File: config.mk
export PLATFORM = sky130hd
export DESIGN_NAME = ram_hs_arb
export DESIGN_NICKNAME = d
export VERILOG_FILES = /design/src/rtl/ram_hs_arb.sv
export SDC_FILE = /design/constraint.sdc
export NUM_CORES = 1
export LEC_CHECK = 0
export BUFFER_PORTS_ARGS = -buffer_cell sky130_fd_sc_hd__buf_4
export CORE_AREA = 2 2 379 381
export DETAILED_ROUTE_END_ITERATION = 12
export DIE_AREA = 0 0 381 383
export GPL_ROUTABILITY_DRIVEN = 0
export SYNTH_ARGS = -nofsm -noshare
export SYNTH_HDL_FRONTEND = slang
export SYNTH_SLANG_ARGS = --single-unit
File: constraint.sdc
create_clock -name clk -period 2 [get_ports clk]
set_input_delay 0.4 -clock clk [delete_from_list [all_inputs] [get_ports clk]]
set_output_delay 0.4 -clock clk [all_outputs]
set_load 0.02 [all_outputs]
File: src/rtl/ram_hs_arb.sv
// Round-robin arbiter sharing one handshake SRAM wrapper among NUM_PORT requesters.
// Writes and reads arbitrate independently. The read side tracks the single
// outstanding read so that the response is steered back to the port that issued it.
module ram_hs_arb #(
  parameter int NUM_PORT   = 4,
  parameter int SRAM_WIDTH = 128,
  parameter int ADDR_WIDTH = 6,
  parameter int IDX_WIDTH  = $clog2(NUM_PORT)
) (
  input  logic                             clk,
  input  logic                             rst_n,
  input  logic [NUM_PORT-1:0]              p_wvalid,
  output logic [NUM_PORT-1:0]              p_wready,
  input  logic [NUM_PORT*ADDR_WIDTH-1:0]   p_waddr,
  input  logic [NUM_PORT*SRAM_WIDTH-1:0]   p_wdata,
  input  logic [NUM_PORT-1:0]              p_arvalid,
  output logic [NUM_PORT-1:0]              p_arready,
  input  logic [NUM_PORT*ADDR_WIDTH-1:0]   p_araddr,
  output logic [NUM_PORT-1:0]              p_rvalid,
  input  logic [NUM_PORT-1:0]              p_rready,
  output logic [SRAM_WIDTH-1:0]            p_rdata,
  output logic                             m_wvalid,
  input  logic                             m_wready,
  output logic [ADDR_WIDTH-1:0]            m_waddr,
  output logic [SRAM_WIDTH-1:0]            m_wdata,
  output logic                             m_arvalid,
  input  logic                             m_arready,
  output logic [ADDR_WIDTH-1:0]            m_araddr,
  input  logic                             m_rvalid,
  output logic                             m_rready,
  input  logic [SRAM_WIDTH-1:0]            m_rdata,
  output logic                             rd_busy
);

  typedef enum logic {ST_IDLE, ST_WAIT} state_t;

  state_t                 state;
  logic [IDX_WIDTH-1:0]   wptr;
  logic [IDX_WIDTH-1:0]   rptr;
  logic [IDX_WIDTH-1:0]   owner;
  logic [IDX_WIDTH-1:0]   wwin;
  logic [IDX_WIDTH-1:0]   awin;
  logic                   any_ar;

  // First requesting port searching upward from ptr+1, wrapping after NUM_PORT-1.
  // With no requester the result is ptr; callers gate on the OR of the requests.
  function automatic logic [IDX_WIDTH-1:0] rr_pick(input logic [NUM_PORT-1:0] req,
                                                   input logic [IDX_WIDTH-1:0] ptr);
    logic [IDX_WIDTH-1:0] idx;
    logic                 found;
    rr_pick = ptr;
    found   = 1'b0;
    for (int k = 1; k <= NUM_PORT; k++) begin
      idx = IDX_WIDTH'((int'(ptr) + k) % NUM_PORT);
      if (!found && req[idx]) begin
        rr_pick = idx;
        found   = 1'b1;
      end
    end
  endfunction

  // Write channel: combinational grant, winner's address/data muxed straight through
  always_comb begin
    wwin     = rr_pick(p_wvalid, wptr);
    m_wvalid = |p_wvalid;
    m_waddr  = p_waddr[wwin*ADDR_WIDTH +: ADDR_WIDTH];
    m_wdata  = p_wdata[wwin*SRAM_WIDTH +: SRAM_WIDTH];
    p_wready = '0;
    if (m_wvalid) p_wready[wwin] = m_wready;
  end

  // Write priority pointer advances to the port just served
  always_ff @(posedge clk or negedge rst_n) begin
    if (!rst_n) begin
      wptr <= IDX_WIDTH'(NUM_PORT - 1);
    end else if (m_wvalid && m_wready) begin
      wptr <= wwin;
    end
  end

  // Read channel steering; m_rready stays high in IDLE because the memory
  // ties arready to rready, so dropping it would block every read request
  always_comb begin
    awin      = rr_pick(p_arvalid, rptr);
    any_ar    = |p_arvalid;
    m_araddr  = p_araddr[awin*ADDR_WIDTH +: ADDR_WIDTH];
    m_arvalid = 1'b0;
    m_rready  = 1'b1;
    p_arready = '0;
    p_rvalid  = '0;
    if (state == ST_IDLE) begin
      m_arvalid = any_ar;
      if (any_ar) p_arready[awin] = m_arready;
    end else begin
      p_rvalid[owner] = m_rvalid;
      m_rready        = p_rready[owner];
    end
  end

  // Read data is broadcast; only the owner's p_rvalid qualifies it
  assign p_rdata = m_rdata;

  // Read FSM: one outstanding read, owner remembered until its response handshake
  always_ff @(posedge clk or negedge rst_n) begin
    if (!rst_n) begin
      state   <= ST_IDLE;
      rptr    <= IDX_WIDTH'(NUM_PORT - 1);
      owner   <= '0;
      rd_busy <= 1'b0;
    end else begin
      case (state)
        ST_IDLE: begin
          if (m_arvalid && m_arready) begin
            owner   <= awin;
            rptr    <= awin;
            state   <= ST_WAIT;
            rd_busy <= 1'b1;
          end
        end
        ST_WAIT: begin
          if (m_rvalid && m_rready) begin
            state   <= ST_IDLE;
            rd_busy <= 1'b0;
          end
        end
        default: begin
          state   <= ST_IDLE;
          rd_busy <= 1'b0;
        end
      endcase
    end
  end

endmodule

==> metrics.md, run 1 <==
| Metric | Value |
|---|---|
| Fin Setup TNS | `-101.06 ns` |
| # DRC | `0` |
| Final Hold Viols | `0` |
| Die width | `381 um` |
| Worst path cell trace | `mux2i_2 > a22oi_2 > and2_4 > buf_12 > buf_12 > a21oi_1 > a32oi_4 > buf_4` |
| DR iter-0 viols | `612` |
| WP data required | `1.60 ns` |
| Worst EP arrival | `2.42 ns` |
| GR Util All Layers | `12.5%` |
| Crit-path slowest cell | `dfstp_2` |
| Pre-CTS WS | `-0.549 ns` |
| Mapped Area | `0.00565 mm^2` |
| Die height | `383 um` |
| Total Wirelength | `97.5 mm` |
| Most frequent cell after synthesis | `nand2_1` |
| Clock Latency Late Sink | `0.26 ns` |
| Tot Pwr | `0.0165 W` |
| Die area | `0.146 mm^2` |
| Post-DP HPWL | `85.9 mm` |
| Starting Density | `3.97%` |
| Peak Freq | `354 MHz` |
| WL per Instance | `27.2 um` |
| Worst setup path start | `wptr[1]` |
| Placed cells | `3506` |
| Final Cycle Share | `141%` |
| Worst hold path class | `input port to async pin` |
| TritonCTS Sinks | `8` |
| Worst slew pin tran | `0.406 ns` |
| Seq cells post-synth | `8` |
| CP bufs+invs | `3` |
| Post-route ant nets | `0` |
| CTS tree | `yes` |
| PortBufs | `732` |
| Clk root buf | `clkbuf_16` |
| Final setup margin | `-0.825 ns` |
| TritonCTS Buffers | `3` |
| Share of cells above drive strength 1 | `73.0%` |
| Cells after synthesis | `995` |
| Core box area | `0.142 mm^2` |
| Setup Crit Path Kind | `flop to output pin` |
| Post-DR vias/cell | `3.05` |
| Worst relative slew slack | `72.9%` |
| Most frequent cell on the critical path | `buf_12` |
| Post-synth ARST share | `100%` |
| Top_reg_cell synth | `dfstp_2` |
| Min Clock Period, post-route | `2.82 ns` |
| Synth unique cells | `32` |
| Post-Syn Nets | `1700` |
| Post-synth EDFFs | `0` |
| Vias in the first global route | `10600` |
| Area leader, netlist | `nand2_1` |
| Mean Syn Cell Area | `5.68 um^2` |
| Slew Viols, Final | `0` |
| Reg-to-Reg Start | `rptr[1]` |
| Failing checks | `setup timing` |
| RSZ-0062 raised after global routing | `yes` |
| Layout Nets | `2366` |
| Via count | `10900` |
| Most frequent cells after synthesis | `nand2_1 (416), a21oi_1 (139), a32oi_1 (135), buf_4 (133), buf_2 (35)` |
| Pwr per Cell Area | `953 mW/mm^2` |
| Pre-Repair DR Iteration Count | `5` |
| Global-route wire length before repair | `118 mm` |
| Top cells by area, synth | `nand2_1 (28%), a32oi_1 (21%), buf_4 (18%)` |
| Antenna violations before repair | `84` |
| # setup viols final | `147` |
| H-tree depth | `1` |
| Yosys warnings | `0` |
| GRT overflow | `0` |
| # IOs | `989` |
| Longest Clk Path Bufs | `2` |
| Pleak | `6.99 nW` |
| Clock-pin slew on the worst setup and hold paths | `0.06 ns` |
| Setup Skew | `0.0183 ns` |
| Delay-heaviest family, CP | `flip-flops` |
| Largest net degree at the start of global routing | `33` |
| Slowest Stage Delay on Critical Path | `0.59 ns` |
| Status | `finished, violations left` |
| Post-synth top area share | `27.6%` |
| Worst VDD drop | `558 uV` |
| Critical path peak fanout | `19` |
| Fin cells | `3580` |
| Synth-to-layout area growth | `206%` |
| Crit start category | `flop` |
| Critical path capture point type | `output pin` |
| Seq/Total Area, Yosys | `3.63%` |
| Max cap viols | `0` |
| Rows | `139` |
[per-layer routing]
layer,global-route usage (%),vias up,part of all wire [%]
li1,-,4764,-
met1,14.6,5123,40
met2,20.1,802,45
met3,7.33,198,13
met4,1.54,32,2.1
met5,0.827,-,0.36
[path summary, 6_finish.rpt]
path	end	slack, ns	cells after the start
worst max-delay path	m_wdata[36]	-0.82	8
worst min-delay path	state	0.006	1
worst max register to register	owner[1]	0.25	9
worst min register to register	rd_busy	0.48	2
max in group asynchronous	rptr[1]	1.78	1
min in group clk	state	0.47	4
[layout make-up]
cell class / count / area [um^2]
Fill cell: 16400 / 125000
Timing Repair Buffer: 881 / 8100
Multi-Input combinational cell: 764 / 6500
Tap cell: 1903 / 2380
Sequential cell: 8 / 206
Clock buffer: 4 / 78.8
Antenna cell: 17 / 42.5
Inverter: 3 / 11.3
[per-stage QoR]
stage / util (%) / hold slack [ns] / area (um^2)
after floorplan: - / 0.104 / 7920
after global placement: 10.7 / 0.262 / 15300
after detailed placement: 10.7 / 0.270 / 15300
after CTS: 11.8 / 0.00807 / 16800
after global routing: 12.2 / 0.00698 / 17300
final: 12.2 / 0.00577 / 17300
[where the power goes]
part	leakage [nW]	switching [W]	internal, W	total (W)
combinational	6.86	0.00834	0.00742	0.0158
sequential	0.0867	0.0000847	0.000257	0.000341
clock	0.0383	0.000140	0.000270	0.000411
total	6.99	0.00856	0.00795	0.0165
[registers in the layout, summed over array words and instances, names as in the netlist]
name and count:
owner 2, rptr 2, wptr 2, rd_busy 1, state 1
[repair_timing]
item | in CTS | in global routing
setup endpoints to repair | 148 | 148
pin swaps | 42 | 39
gates resized for setup | 198 | 84
hold endpoints to repair | 0 | 0
buffers inserted | 31 | 5
hold buffers | 0 | 0
cloned | 13 | 6
[worst register-to-register path: stages (launching register included)]
cell	delay, ns
dfstp_2	0.54
buf_6	0.11
nand2_4	0.05
nand3b_1	0.12
o311ai_4	0.17
buf_12	0.19
buf_8	0.13
buf_4	0.13
nor2_1	0.14
a21o_1	0.10
[logic make-up after synthesis]
| logic type | share of synthesized area, % |
|---|---|
| and+or+nand+nor | 31.2 |
| DFF | 3.63 |
| muxes | 3.76 |
| AOI/OAI and AO/OA | 35.1 |
| buffers and inverters | 26.3 |
[cells in the final DEF, fill, tap and decap left out, types with 2 or more instances in the layout]
| cell type | count |
|---|---|
| o21a_1 | 2 |
| buf_12 | 42 |
| nor3_1 | 2 |
| a32oi_1 | 5 |
| inv_1 | 3 |
| buf_8 | 13 |
| nand2_2 | 63 |
| nor2_1 | 15 |
| buf_6 | 85 |
| a32oi_2 | 84 |
| nor3_4 | 3 |
| clkbuf_16 | 9 |
| a21oi_1 | 92 |
| dfrtp_1 | 3 |
| diode_2 | 17 |
| a22oi_2 | 2 |
| buf_4 | 714 |
| o21ai_0 | 3 |
| nor2b_1 | 3 |
| nand2b_1 | 3 |
| nand3_1 | 2 |
| buf_16 | 18 |
| mux2i_2 | 8 |
| a32oi_4 | 46 |
| nor3_2 | 2 |
| dfstp_2 | 4 |
| a21oi_2 | 32 |
| bufbuf_16 | 3 |
| nand2_4 | 56 |
| a21oi_4 | 15 |
| a21o_1 | 2 |
| mux2i_1 | 10 |
| nand3b_1 | 2 |
| nand2_1 | 297 |
(Power assumes the default switching activity.)
==> run 2, diff against run 1 <==
--- a/config.mk
+++ b/config.mk
@@ -10,6 +10,7 @@
 export DETAILED_ROUTE_END_ITERATION = 12
 export DIE_AREA = 0 0 381 383
 export GPL_ROUTABILITY_DRIVEN = 0
+export SKIP_CTS_REPAIR_TIMING = 1
 export SYNTH_ARGS = -nofsm -noshare
 export SYNTH_HDL_FRONTEND = slang
 export SYNTH_SLANG_ARGS = --single-unit
==> constraint.sdc (replaced) <==
create_clock -name clk -period 2 [get_ports clk]
set_input_delay 0.4 -clock clk [delete_from_list [all_inputs] [get_ports clk]]
set_output_delay 0.4 -clock clk [all_outputs]
set_load 0.01 [all_outputs]
==> metrics.md, run 2 (synthesized netlist as in run 1, its figures left out) <==
| Metric | Value |
|---|---|
| Status | `finished, violations left` |
| Failing checks | `setup timing` |
| H-tree depth | `1` |
| Slowest Stage Delay on Critical Path | `0.60 ns` |
| Worst relative slew slack | `63.6%` |
| CP bufs+invs | `6` |
| Most Used Layer, Global Route | `met2` |
| Reg2reg path depth | `9` |
| Starting Density | `3.97%` |
| Clk root buf | `clkbuf_16` |
| Layout Nets | `2417` |
| Global-route wire length before repair | `113 mm` |
| Power share of the combinational group | `95.3%` |
| Post-route ant nets | `0` |
| Delay-heaviest family, CP | `buffers and inverters` |
| Crit-path slowest cell | `dfstp_2` |
| TritonCTS Buffers | `3` |
| Pleak | `7.24 nW` |
| Worst path cell trace | `nor2b_4 > o21ai_2 > buf_4 > buf_12 > nand2_8 > buf_12 > buf_8 > clkbuf_16 > nand2_4 > a32oi_2 > buf_4` |
| Worst hold path class | `input port to flop` |
| Final setup margin | `-0.860 ns` |
| Setup Crit Path Kind | `flop to output pin` |
| Max cap viols | `0` |
| Sequential power share | `2.2%` |
| Pint | `0.00772 W` |
| Fin util | `12.3%` |
| Tot Pwr | `0.0159 W` |
| Pre-Repair DR Iteration Count | `6` |
| Die width | `381 um` |
| Pre-CTS WS | `-0.700 ns` |
| WL per Instance | `28.0 um` |
| Clock Latency Late Sink | `0.25 ns` |
| Worst VDD drop | `396 uV` |
| Die area | `0.146 mm^2` |
| Final Hold Viols | `0` |
| # IOs | `989` |
| Core box area | `0.142 mm^2` |
| Met1 usage | `13.9%` |
| Slew Viols, Final | `0` |
| Hold Crit Endpoint | `state` |
| GRT overflow | `0` |
| Peak Freq | `350 MHz` |
| Fin Setup TNS | `-105.37 ns` |
| Setup Skew | `0.0153 ns` |
| Hold path start | `m_rvalid` |
| Final Cycle Share | `143%` |
| Longest Clk Path Bufs | `2` |
| Antenna violations before repair | `103` |
| Crit start category | `flop` |
| CTS tree | `yes` |
| Min Clock Period, post-route | `2.86 ns` |
| Post-DR vias/cell | `3.24` |
| RSZ-0062 raised after global routing | `yes` |
| Largest net degree at the start of global routing | `45` |
| Post-DP HPWL | `86.7 mm` |
| Pwr per Cell Area | `912 mW/mm^2` |
| Switching Share | `51.4%` |
| GR Util All Layers | `12.0%` |
| Total Wirelength | `102 mm` |
| TritonCTS Sinks | `8` |
| Most common cell after layout, fill and taps aside | `buf_4` |
| PortBufs | `732` |
| Worst hold path stage count | `4` |
| Reg2Reg Setup Slack | `-0.03 ns` |
| Largest regs | `owner x2, rptr x2, wptr x2` |
| WP data required | `1.60 ns` |
| GR Util met3 | `8.64%` |
| Vias in the first global route | `10300` |
| Worst slew pin tran | `0.545 ns` |
| Worst r2r dst | `wptr[0]` |
| Reg-to-Reg Start | `wptr[1]` |
| Via count | `11800` |
| Most frequent cells in the layout | `buf_4 (754), nand2_1 (235), a32oi_2 (129), nand2_2 (129), buf_6 (82)` |
| Share of cells above drive strength 1 | `77.5%` |
| # setup viols final | `149` |
| Critical path peak fanout | `7` |
| Critical path capture point type | `output pin` |
| Met2 Track Usage GR | `17.3%` |
| P_sw | `0.00817 W` |
| # DRC | `0` |
| Clock-pin slew on the worst setup and hold paths | `0.06 ns` |
| Hold slack | `0.467 ns` |
| Clk pwr share | `2.5%` |
| DR iter-0 viols | `1069` |
| Rows | `139` |
| Worst EP arrival | `2.46 ns` |
| Die height | `383 um` |
| Synth-to-layout area growth | `208%` |
==> run 2: power groups by stage <==
stage	clock network, W	logic (W)	registers [W]
3_3_place_gp	0	0.0118	0.000353
6_report	0.000392	0.0151	0.000356
3_5_place_dp	0	0.0119	0.000353
2_1_floorplan	0	0.00592	0.000325
5_1_grt	0.000418	0.0159	0.000366
4_1_cts	0.000403	0.0120	0.000352
==> run 2: layout make-up <==
| cell class | count | area (um^2) |
|---|---|---|
| Clock buffer | 4 | 78.8 |
| Antenna cell | 25 | 62.6 |
| Multi-Input combinational cell | 765 | 6120 |
| Sequential cell | 8 | 205 |
| Tap cell | 1903 | 2380 |
| Timing Repair Buffer | 931 | 8570 |
| Inverter | 3 | 11.3 |
| Fill cell | 16400 | 125000 |
==> run 2: how the worst max path moves through the flow <==
stage                  end  slack, ns  cells past startpoint     from
5_1_grt        m_wdata[83]      -0.93                      9  wptr[1]
4_1_cts         m_wdata[4]      -0.99                      8  wptr[1]
3_3_place_gp   m_wdata[57]      -0.73                      8  wptr[1]
6_report       m_wdata[58]      -0.86                     11  wptr[1]
2_1_floorplan  m_wdata[58]      -0.14                      9  wptr[1]
3_5_place_dp   m_wdata[57]      -0.70                      8  wptr[1]
==> run 2: per-stage QoR <==
stage	cell area, um^2	cells
after floorplan	7280	995
after global placement	14700	3522
after detailed placement	14700	3522
after CTS	14800	3526
after global routing	17400	3623
final	17400	3639
==> run 2: layer usage <==
| layer | share of wire, % | up-vias | wire, um |
|---|---|---|---|
| li1 | - | 4863 | - |
| met1 | 39 | 5588 | 39400 |
| met2 | 42 | 971 | 42400 |
| met3 | 15 | 296 | 15500 |
| met4 | 3.9 | 72 | 3980 |
| met5 | 0.70 | - | 711 |
==> run 2: worst register-to-register path, cell delays in order, from the launching register on <==
cell and delay, ns:
dfstp_2 0.60, nor2b_4 0.17, o21ai_2 0.05, buf_4 0.15, and2_4 0.20, buf_6 0.16, clkbuf_16 0.16, buf_12 0.15
buf_4 0.15, o21ai_0 0.18
==> run 3, diff against run 2 <==
--- a/config.mk
+++ b/config.mk
@@ -6,10 +6,13 @@
 export NUM_CORES = 1
 export LEC_CHECK = 0
 export BUFFER_PORTS_ARGS = -buffer_cell sky130_fd_sc_hd__buf_4
-export CORE_AREA = 2 2 379 381
+export CELL_PAD_IN_SITES_DETAIL_PLACEMENT = 0
+export CELL_PAD_IN_SITES_GLOBAL_PLACEMENT = 1
+export CORE_AREA = 2 2 380 382
 export DETAILED_ROUTE_END_ITERATION = 12
-export DIE_AREA = 0 0 381 383
+export DIE_AREA = 0 0 382 384
 export GPL_ROUTABILITY_DRIVEN = 0
+export PLACE_DENSITY_LB_ADDON = 0.1
 export SKIP_CTS_REPAIR_TIMING = 1
 export SYNTH_ARGS = -nofsm -noshare
 export SYNTH_HDL_FRONTEND = slang
==> metrics.md, run 3 (synthesized netlist as in run 1, its figures left out) <==
| Metric | Value |
|---|---|
| Crit start category | `flop` |
| Most common cell after layout, fill and taps aside | `buf_4` |
| Worst path cell trace | `nor2b_4 > o21ai_2 > buf_6 > and2_4 > buf_12 > clkbuf_16 > buf_4 > a21oi_2 > a32oi_2 > buf_4 > buf_4` |
| DR iter-0 viols | `218` |
| RSZ-0062 raised after global routing | `yes` |
| CP bufs+invs | `6` |
| TritonCTS Buffers | `3` |
| Multi-input gate area | `0.00623 mm^2` |
| CTS tree | `yes` |
| Core box area | `0.143 mm^2` |
| Largest net degree at the start of global routing | `29` |
| Worst hold path class | `input port to flop` |
| Hold Crit Endpoint | `state` |
| Crit-path slowest cell | `dfstp_2` |
| Layout Nets | `2417` |
| Final Cycle Share | `137%` |
| Share of cells above drive strength 1 | `78.9%` |
| Starting Density | `3.96%` |
| Worst hold path stage count | `4` |
| Pleak | `7.12 nW` |
| Critical path peak fanout | `7` |
| Peak Freq | `365 MHz` |
| Worst EP arrival | `2.34 ns` |
| CP Depth | `11` |
| Most frequent cells in the layout | `buf_4 (809), nand2_1 (250), a32oi_2 (131)` |
| Rows | `139` |
| Post-DP HPWL | `56.1 mm` |
| Post-DR vias/cell | `2.79` |
| Die width | `382 um` |
| Slowest Stage Delay on Critical Path | `0.59 ns` |
| # setup viols final | `148` |
| Clock-pin slew on the worst setup and hold paths | `0.04 ns` |
| Setup Crit Path Kind | `flop to output pin` |
| Final Hold Viols | `0` |
| Worst r2r dst | `wptr[0]` |
| Worst relative slew slack | `77.2%` |
| Worst VDD drop | `234 uV` |
| Synth-to-layout area growth | `205%` |
| Sequential cell area | `205 um^2` |
| WP data required | `1.60 ns` |
| Setup Skew | `0.000323 ns` |
| Largest regs | `owner x2, rptr x2, wptr x2` |
| Total Wirelength | `67.4 mm` |
| Pre-CTS WS | `-0.567 ns` |
| Post-route ant nets | `0` |
| Reg2reg path depth | `8` |
| Hold path start | `m_rvalid` |
| Max cap viols | `0` |
| GR Util All Layers | `7.86%` |
| Slew Viols, Final | `0` |
| # IOs | `989` |
| H-tree depth | `1` |
| Min Clock Period, post-route | `2.74 ns` |
| Via count | `10100` |
| Global-route wire length before repair | `83.6 mm` |
| WL per Instance | `18.6 um` |
| Vias in the first global route | `10800` |
| Failing checks | `setup timing` |
| Reg2Reg Setup Slack | `0.14 ns` |
| Final setup margin | `-0.740 ns` |
| Reg-to-Reg Start | `wptr[1]` |
| Die height | `384 um` |
| Longest Clk Path Bufs | `2` |
| Worst slew pin tran | `0.342 ns` |
| Most frequent cell on the critical path | `buf_4` |
| Pre-Repair DR Iteration Count | `4` |
| Critical path capture point type | `output pin` |
| TritonCTS Sinks | `8` |
| Antenna violations before repair | `4` |
| Status | `finished, violations left` |
| Clk root buf | `clkbuf_16` |
| Die area | `0.147 mm^2` |
| PortBufs | `732` |
| Fill count | `16600` |
| Delay-heaviest family, CP | `buffers and inverters` |
| Worst setup path start | `wptr[1]` |
| GRT overflow | `0` |
| Fin Setup TNS | `-92.40 ns` |
| Pwr per Cell Area | `838 mW/mm^2` |
| Clock Latency Late Sink | `0.23 ns` |
| # DRC | `0` |
==> run 3: metrics by stage <==
step | util [%] | total power [W] | hold WS, ns | instances | area, um^2
CTS | 10.6 | 0.0124 | -0.00978 | 3560 | 15100
detailed placement | 10.6 | 0.0120 | 0.237 | 3556 | 15100
global placement | 10.6 | 0.0120 | 0.244 | 3556 | 15100
global route | 12.1 | 0.0156 | 0.482 | 3616 | 17300
floorplan | - | 0.00625 | 0.104 | 995 | 7280
finish | 12.1 | 0.0145 | 0.460 | 3616 | 17300
==> run 3: cell type report <==
type / count / area share, %
timing repair buffer: 932 / 48.4
multi-input combinational: 764 / 36.1
tap: 1903 / 13.8
sequential: 8 / 1.19
clock buffer: 4 / 0.457
inverter: 3 / 0.0653
antenna: 2 / 0.0290
==> run 3: report_power, final <==
group          switching [W]  total, W  internal, W
clock network      0.0000853  0.000352     0.000266
registers           0.000114  0.000370     0.000256
logic                0.00665    0.0137      0.00709
==> run 3: worst max path at each step <==
stage / endpoint / slack, ns
6_report: m_wdata[115] / -0.74
5_1_grt: m_wdata[115] / -0.84
4_1_cts: m_wdata[69] / -0.83
3_5_place_dp: m_wdata[0] / -0.57
3_3_place_gp: m_wdata[69] / -0.66
2_1_floorplan: m_wdata[58] / -0.14
==> run 3: tightest hold or removal path, stage by stage <==
cell and delay [ns]:
buf_4 0.10, nand2_1 0.05, nand2_1 0.06, nand2_1 0.05
==> run 3: metal layers <==
| metal | GRT usage [%] | vias to the layer above | part of all wire (%) |
|---|---|---|---|
| met4 | 1.84 | 2 | 1.7 |
| met5 | 0 | - | 0.015 |
| met2 | 15.0 | 472 | 54 |
| met1 | 8.12 | 4704 | 36 |
| li1 | - | 4817 | - |
| met3 | 2.78 | 82 | 8.2 |
